## src/rtl/bram_stream_reader.sv

```systemverilog
`default_nettype none
// ============================================================================
// bram_stream_reader: strided read sequencer for a registered-read BRAM,
// presenting words on a valid/ready stream. Optional macro: READER_LAST_EN.
// Revision: 1.0
// ============================================================================
module bram_stream_reader #(
  parameter int ADDR_W     = 9,
  parameter int DATA_W     = 32,
  parameter int RD_LATENCY = 1,
  parameter int CNT_W      = 10
) (
  input  logic              clock,
  input  logic              reset,
  input  logic              start,
  input  logic [ADDR_W-1:0] base_addr,
  input  logic [ADDR_W-1:0] stride,
  input  logic [CNT_W-1:0]  count,
  output logic              busy,
  output logic              done,
  output logic [ADDR_W-1:0] rdaddress,
  input  logic [DATA_W-1:0] q,
  output logic [DATA_W-1:0] out_data,
  output logic              out_valid,
`ifdef READER_LAST_EN
  output logic              out_last,
`endif
  input  logic              out_ready
);

  localparam int FIFO_DEPTH = RD_LATENCY + 2;
  localparam int OCC_W      = $clog2(FIFO_DEPTH + 1);
  localparam int PTR_W      = $clog2(FIFO_DEPTH);
`ifdef READER_LAST_EN
  localparam int ENT_W      = DATA_W + 1;
`else
  localparam int ENT_W      = DATA_W;
`endif

  typedef enum logic [1:0] {
    S_IDLE  = 2'd0,
    S_RUN   = 2'd1,
    S_DRAIN = 2'd2
  } state_t;

  state_t              state, state_nx;
  logic                issue, load, done_nx;
  logic [ADDR_W-1:0]   cur_addr, stride_q, rd_hold;
  logic [CNT_W-1:0]    remaining;
  logic [RD_LATENCY-1:0] tok_vld, tok_vld_nx;
  logic [OCC_W-1:0]    occ, inflight;
  logic [OCC_W:0]      used;
  logic                credit_ok;
  logic [PTR_W-1:0]    wr_ptr, rd_ptr;
  logic [ENT_W-1:0]    fifo_mem [FIFO_DEPTH];
  logic [ENT_W-1:0]    push_ent, head;
  logic                push, pop;

  always_comb begin
    inflight = '0;
    for (int k = 0; k < RD_LATENCY; k++) begin
      inflight = inflight + OCC_W'(tok_vld[k]);
    end
  end

  // Credit: FIFO contents plus reads still in the RAM pipe must fit the FIFO.
  assign used      = {1'b0, occ} + {1'b0, inflight};
  assign credit_ok = (used < (OCC_W + 1)'(FIFO_DEPTH));

  always_ff @(posedge clock) begin
    if (reset) begin
      state <= S_IDLE;
    end else begin
      state <= state_nx;
    end
  end

  always_comb begin
    state_nx = state;
    issue    = 1'b0;
    load     = 1'b0;
    done_nx  = 1'b0;
    case (state)
      S_IDLE: begin
        if (start) begin
          if (count != '0) begin
            load     = 1'b1;
            state_nx = S_RUN;
          end else begin
            done_nx  = 1'b1;
          end
        end
      end
      S_RUN: begin
        if (credit_ok) begin
          issue = 1'b1;
          if (remaining == CNT_W'(1)) begin
            state_nx = S_DRAIN;
          end
        end
      end
      S_DRAIN: begin
        if ((inflight == '0) && (occ == '0)) begin
          done_nx  = 1'b1;
          state_nx = S_IDLE;
        end
      end
      default: state_nx = S_IDLE;
    endcase
  end

  assign busy      = (state != S_IDLE);
  assign rdaddress = issue ? cur_addr : rd_hold;

  if (RD_LATENCY == 1) begin : g_lat1
    assign tok_vld_nx = issue;
  end else begin : g_latn
    assign tok_vld_nx = {tok_vld[RD_LATENCY-2:0], issue};
  end

  assign push = tok_vld[RD_LATENCY-1];
  assign pop  = out_valid && out_ready;

  always_ff @(posedge clock) begin
    if (reset) begin
      cur_addr  <= '0;
      stride_q  <= '0;
      remaining <= '0;
      rd_hold   <= '0;
      tok_vld   <= '0;
      occ       <= '0;
      wr_ptr    <= '0;
      rd_ptr    <= '0;
      done      <= 1'b0;
    end else begin
      done    <= done_nx;
      tok_vld <= tok_vld_nx;
      if (load) begin
        cur_addr  <= base_addr;
        stride_q  <= stride;
        remaining <= count;
      end else if (issue) begin
        cur_addr  <= cur_addr + stride_q;
        remaining <= remaining - CNT_W'(1);
        rd_hold   <= cur_addr;
      end
      if (push) begin
        wr_ptr <= (wr_ptr == PTR_W'(FIFO_DEPTH - 1)) ? '0 : wr_ptr + PTR_W'(1);
      end
      if (pop) begin
        rd_ptr <= (rd_ptr == PTR_W'(FIFO_DEPTH - 1)) ? '0 : rd_ptr + PTR_W'(1);
      end
      case ({push, pop})
        2'b10:   occ <= occ + OCC_W'(1);
        2'b01:   occ <= occ - OCC_W'(1);
        default: occ <= occ;
      endcase
    end
  end

`ifdef READER_LAST_EN
  logic [RD_LATENCY-1:0] tok_last, tok_last_nx;
  logic                  issue_last;

  assign issue_last = issue && (remaining == CNT_W'(1));

  if (RD_LATENCY == 1) begin : g_last_lat1
    assign tok_last_nx = issue_last;
  end else begin : g_last_latn
    assign tok_last_nx = {tok_last[RD_LATENCY-2:0], issue_last};
  end

  always_ff @(posedge clock) begin
    if (reset) begin
      tok_last <= '0;
    end else begin
      tok_last <= tok_last_nx;
    end
  end

  assign push_ent = {tok_last[RD_LATENCY-1], q};
  assign out_last = out_valid && head[DATA_W];
`else
  assign push_ent = q;
`endif

  // Storage needs no reset: the head is masked by occupancy.
  always_ff @(posedge clock) begin
    if (push) begin
      fifo_mem[wr_ptr] <= push_ent;
    end
  end

  assign head      = fifo_mem[rd_ptr];
  assign out_valid = (occ != '0);
  assign out_data  = out_valid ? head[DATA_W-1:0] : '0;

endmodule
`default_nettype wire

```

## config.mk

```make
export PLATFORM = sky130hd
export DESIGN_NAME = bram_stream_reader
export DESIGN_NICKNAME = d
export VERILOG_FILES = /design/src/rtl/bram_stream_reader.sv
export SDC_FILE = /design/constraint.sdc
export NUM_CORES = 1
export LEC_CHECK = 0
export BUFFER_PORTS_ARGS = -buffer_cell sky130_fd_sc_hd__clkbuf_2
export CAP_MARGIN = 30
export CORE_MARGIN = 5
export CORE_UTILIZATION = 40
export DETAILED_ROUTE_END_ITERATION = 6
export SYNTH_ARGS = -nofsm -noshare
export SYNTH_HDL_FRONTEND = slang
export SYNTH_SLANG_ARGS = --single-unit
```

## constraint.sdc

```tcl
create_clock -name clock -period 3.7 [get_ports clock]
set_input_delay 0.925 -clock clock [delete_from_list [all_inputs] [get_ports clock]]
set_output_delay 0.925 -clock clock [all_outputs]
set_load 0.02 [all_outputs]
```

Yosys cells after proc, flatten, opt, wreduce, memory -nomap -nowiden
Memory sizes are Yosys's and may differ from the RTL's. A register that Yosys moved wholly into a read port is not among the register bits. Index checks and enable logic that the tools add are counted. W data, S select, Z words.

Memories: 1. Output and inout bits: 44. Register bits: 47. RAM bits: 96. Word-level logic and storage cells: 70.

Memories: fifo_mem (depth 3, width 32, rd ports 1, clocked after Yosys merged registers in 1, wr ports 1, line 55) `logic [ENT_W-1:0] fifo_mem [FIFO_DEPTH];`.

Add/subtract/negate cells: 7. Mux-type cells: 28. $lt $le $gt $ge: 1. Reduce and logical (&&, ||, !) cells: 11. Eq/ne operators: 12.

Operator list (count): $mux W32 (1); $mux W9 (3); $mux W10 (2); $mux W2 (9); $eq A10 B1 Y1 const B (1); $mux W1 (10); $ne A2 B2 Y1 const B (5); $reduce_bool A10 Y1 (1); $sub A10 B1 Y10 const B (1); $add A9 B9 Y9 (1); $eq A2 B2 Y1 const B (4); $reduce_bool A2 Y1 (4); $add A2 B1 Y2 const B (3); $logic_not A2 Y1 (3); $pmux W2 S3 (1); $reduce_and A5 Y1 (1); $eq A2 B1 Y1 const B (2); $pmux W2 S2 (1); $add A2 B1 Y3 (1); $lt A3 B2 Y1 const B (1); $logic_and A1 B1 Y1 (2); $pmux W1 S2 (1); $sub A2 B1 Y2 const B (1).

Logic depth before layout (Yosys ltp)
Depth in word-level cells: 6. Depth in mapped cells: 8. Gate-level depth less buffers: 8.

Worst setup path before layout
No wires, ideal clock.

Kind: register -> register. Start: reg tok_vld (netlist: push). End: mem fifo_mem[1][0] (netlist bit) (enable). Arrival: 2.891 ns. Slack: 0.339 ns. Stages on the path, launching flop included: 3. Required time: 3.230 ns. Buffers on the path: 0. Path through: dfxtp_1 -> inv_1 -> nor3b_1.

Longest elaborated chain between the ends: 2.

Ends and longest elaborated chain: start: declaration (line 50) `logic [RD_LATENCY-1:0] tok_vld, tok_vld_nx;`; start signal: assignment (line 137) `tok_vld <= tok_vld_nx;`; $mux W1 (line 189) `if (push) begin`; $mux W1 (implied by the code) (line 190) `fifo_mem[wr_ptr] <= push_ent;`; end: declaration (line 55).

No other way between the ends.

Final worst setup path
Start: reg occ[0]. End: out rdaddress[5].

Longest elaborated chain between the ends: 5.

Ends and longest elaborated chain: start: declaration (line 51) `logic [OCC_W-1:0] occ, inflight;`; start signal: assignment (line 154) `2'b10: occ <= occ + OCC_W'(1);`; start signal: assignment (line 155) `2'b01: occ <= occ - OCC_W'(1);`; $add A2 B1 Y3 (line 67) `assign used = {1'b0, occ} + {1'b0, inflight};`; $lt A3 B2 Y1 (line 68) `assign credit_ok = (used < (OCC_W + 1)'(FIFO_DEPTH));`; $mux W1 (line 95) `if (credit_ok) begin`; $mux W1 (line 83) `case (state)`; $mux W9; end: declaration (line 21) `output logic [ADDR_W-1:0] rdaddress,`.

No other way between the ends.

==> results.md <==
- Top-count cell post-synth: edfxtp_1
- Endpoint, Worst Hold: stride_q[4]$_SDFFE_PP0P_
- Actual slew at the worst max-slew pin: 0.975 ns
- GPL Wtd Cong: 0.832
- Worst flop-to-flop path startpoint: occ[0]$_SDFFE_PP0P_
- #FFs+latches synth: 145
- Hpwl dp: 9360 um
- Core area: 0.0151 mm2
- PnR worst setup slack: 0.358 ns
- Pint: 3.35 mW
- P per Cell Area: 605 mW/mm2
- GRT Util Overall: 16.2%
- Final setup viols: 0
- Worst rel slew slack: 35.0%
- Mapped cell area: 0.00613 mm2
- Clock root buffer: clkbuf_16
- Fraction of layout cells with a size suffix above 1: 24.7%
- H-tree levels: 4
- First-pass GRT wire length: 22800 um
- Nets: 733
- Fin crit share: 90.3%
- Startpoint types: flop
- HP Start: stride_q[4]$_SDFFE_PP0P_
- Pre-CTS setup slack: 0.799 ns
- First drt pass iteration count: 4
- Netlist cell types: 48
- Ant. Diodes: 0
- Largest cells by area after synthesis: edfxtp_1 (47%), dfxtp_1 (16%), a21oi_1 (5.7%)
- Tmin final: 3.34 ns
- Antenna-violating nets left: 0
- Data required, critical path: 2.77 ns
- Min-Delay Path Class: flop to flop
- VDD IR-drop max: 0.319 mV
- Area Growth Syn to Fin: 23.6%
- CP endpoint kind: output pin
- IO Pins: 108
- Final WL: 13900 um
- Sw Pwr: 1.24 mW
- CP Max Fanout: 13
- GR Overflow Total: 0
- Final hold viol count: 0
- Hold path depth: 2
- Ys async rst share: 0%
- Synth top area share: 47.0%
- DR WL/cell: 16.2 um
- Synth Flop Type: edfxtp_1
- Clk_lat worst skew: 0.42 ns
- RSZ-0062 raised after global routing: false
- FF-to-FF path depth: 9
- Logic pwr share: 17.7%
- Post-synthesis cell count: 544
- Die Y: 134 um
- DRC violations left: 0
- List of most frequent post-synthesis cells: edfxtp_1 (96), nor2_1 (90), a21oi_1 (70)
- Vias in the first global route: 4614
- Initial antenna violation count: 1
- Vias post-DR: 4405
- Area leader, netlist: edfxtp_1
- Die area: 0.0179 mm2
- Pleak: 3.00 nW
- R2r endpoint: remaining[7]$_SDFFE_PP0P_
- Outcome: finished, final reports clean
- Clock power frac: 41.9%
- Die Span X: 134 um
- Post-CTS Hold Buffers: 0
- Num CTS Buffers: 17
- Post-CTS resize count: 0
- Sink Count: 145
- Final setup skew: 0.00839 ns
- EDFF count, synth: 96
- Initial core utilization: 40.6%
- Port buffer count: 107
- Upper clock frequency limit: 299 MHz
- Clock-pin transition on the worst setup and hold timing paths: 0.06 ns
- DRT iter0 DRCs: 253
- Maximum clock insertion buffer count: 2
- Flop-to-flop setup slack: 1.12 ns
- Sequential share of power: 40.3%
- Dpl cell area: 0.00691 mm2
- Min Hold Slack: 0.460 ns
- Setup repair bufs after CTS: 0
- DR vias/cell: 5.15
- Finished Cell Area: 0.00758 mm2
- Fin. max-slew vios: 0
- Net Count, Synth: 622
- CTS tree: built
- Seq/Total Area, Yosys: 63.0%
- CP Data Arrival Time: 2.42 ns
- Setup Crit Path Kind: flop to output pin
- Yosys warnings: 0
- Number of max-cap violations: 0
- Avg Inst Size Synth: 11.3 um2
- Rows: 45
- Setup TNS: 0 ns
- Sw Ratio: 27.0%
- Largest net degree at the start of global routing: 48
[power groups by stage]
stage / clock, mW / sequential, mW / combinational [mW]
floorplan: 0 / 1.87 / 0.561
global placement: 0 / 1.88 / 0.809
detailed placement: 0 / 1.88 / 0.822
CTS: 1.97 / 1.85 / 0.828
global route: 2.04 / 1.86 / 0.902
finish: 1.92 / 1.85 / 0.813
[layout by cell type, fill, tap and decap left out, drive strengths merged, types with 2 or more instances in the layout]
cell,synthesis,layout
nor4,3,3
o21ai,7,7
and3,2,2
ha,13,13
clkbuf,14,125
inv,10,12
dfxtp,49,49
nor3b,3,3
a22oi,3,3
or3,3,3
nand2,66,66
o211ai,3,3
edfxtp,96,96
nor3,7,7
a211oi,2,2
clkinv,0,5
nand3,10,10
xnor2,2,2
bufinv,0,6
mux2i,34,34
or4,3,3
a21o,4,4
nand3b,2,2
mux2,2,2
a31oi,9,9
nor2,91,91
a21oi,70,70
xor2,4,4
a221oi,4,4
nand4,2,2
buf,13,12
nand2b,2,2
[routing by layer]
| metal | track usage [%] | up-vias | share of wire, % |
|---|---|---|---|
| met3 | 4.91 | 28 | 5.4 |
| li1 | - | 2184 | - |
| met1 | 20.1 | 2078 | 44 |
| met2 | 26.4 | 113 | 48 |
| met5 | 0 | - | 0.094 |
| met4 | 6.51 | 2 | 2.4 |
[worst max-delay path by stage]
stage                              from                  endpoint  depth (start not counted)
CTS                 occ[0]$_SDFFE_PP0P_              rdaddress[5]                          8
finish              occ[0]$_SDFFE_PP0P_              rdaddress[5]                          8
global placement    occ[0]$_SDFFE_PP0P_              rdaddress[3]                          9
detailed placement  occ[0]$_SDFFE_PP0P_              rdaddress[5]                          8
floorplan               push$_SDFF_PP0_  fifo_mem[1][0]$_DFFE_PP_                          2
global route        occ[0]$_SDFFE_PP0P_              rdaddress[7]                          8
[registers in the layout, summed over array words and instances (netlist names), named ones only]
| register | cells |
|---|---|
| rd_hold | 9 |
| push | 1 |
| remaining | 10 |
| rd_ptr | 2 |
| wr_ptr | 2 |
| fifo_mem | 96 |
| occ | 2 |
| state | 2 |
| cur_addr | 9 |
| stride_q | 9 |
| done | 1 |
[worst max-delay path: stages, from the launching register on]
cell and delay, ns:
dfxtp_1 0.36, ha_1 0.22, ha_1 0.26, a21oi_1 0.14, buf_4 0.15, and2_1 0.44, nand2_1 0.17, nand2_1 0.09
clkbuf_2 0.16
[final cells by class]
| class | instances | area, um2 |
|---|---|---|
| Clock buffer | 18 | 429 |
| Clock inverter | 14 | 235 |
| Fill cell | 1381 | 7510 |
| Inverter | 10 | 37.5 |
| Multi-Input combinational cell | 362 | 2130 |
| Sequential cell | 145 | 3870 |
| Tap cell | 188 | 235 |
| Timing Repair Buffer | 119 | 646 |
[logic make-up after synthesis]
group	Yosys count	synth area share [%]
DFF	145	63.0
adders and majority gates	14	2.98
muxes	36	5.92
buffers and inverters	37	2.57
AOI/OAI and AO/OA	108	10.7
xor gates and xnor gates	6	0.857
and+or+nand+nor	198	13.9
[stage by stage]
stage	cells	utilization, %	power (mW)
final	856	50.2	4.59
after global routing	856	50.2	4.80
after CTS	856	50.2	4.65
after detailed placement	824	45.8	2.71
after global placement	823	45.6	2.69
after floorplan	544	-	2.43
Note: power is estimated with default switching activity, not from simulation.
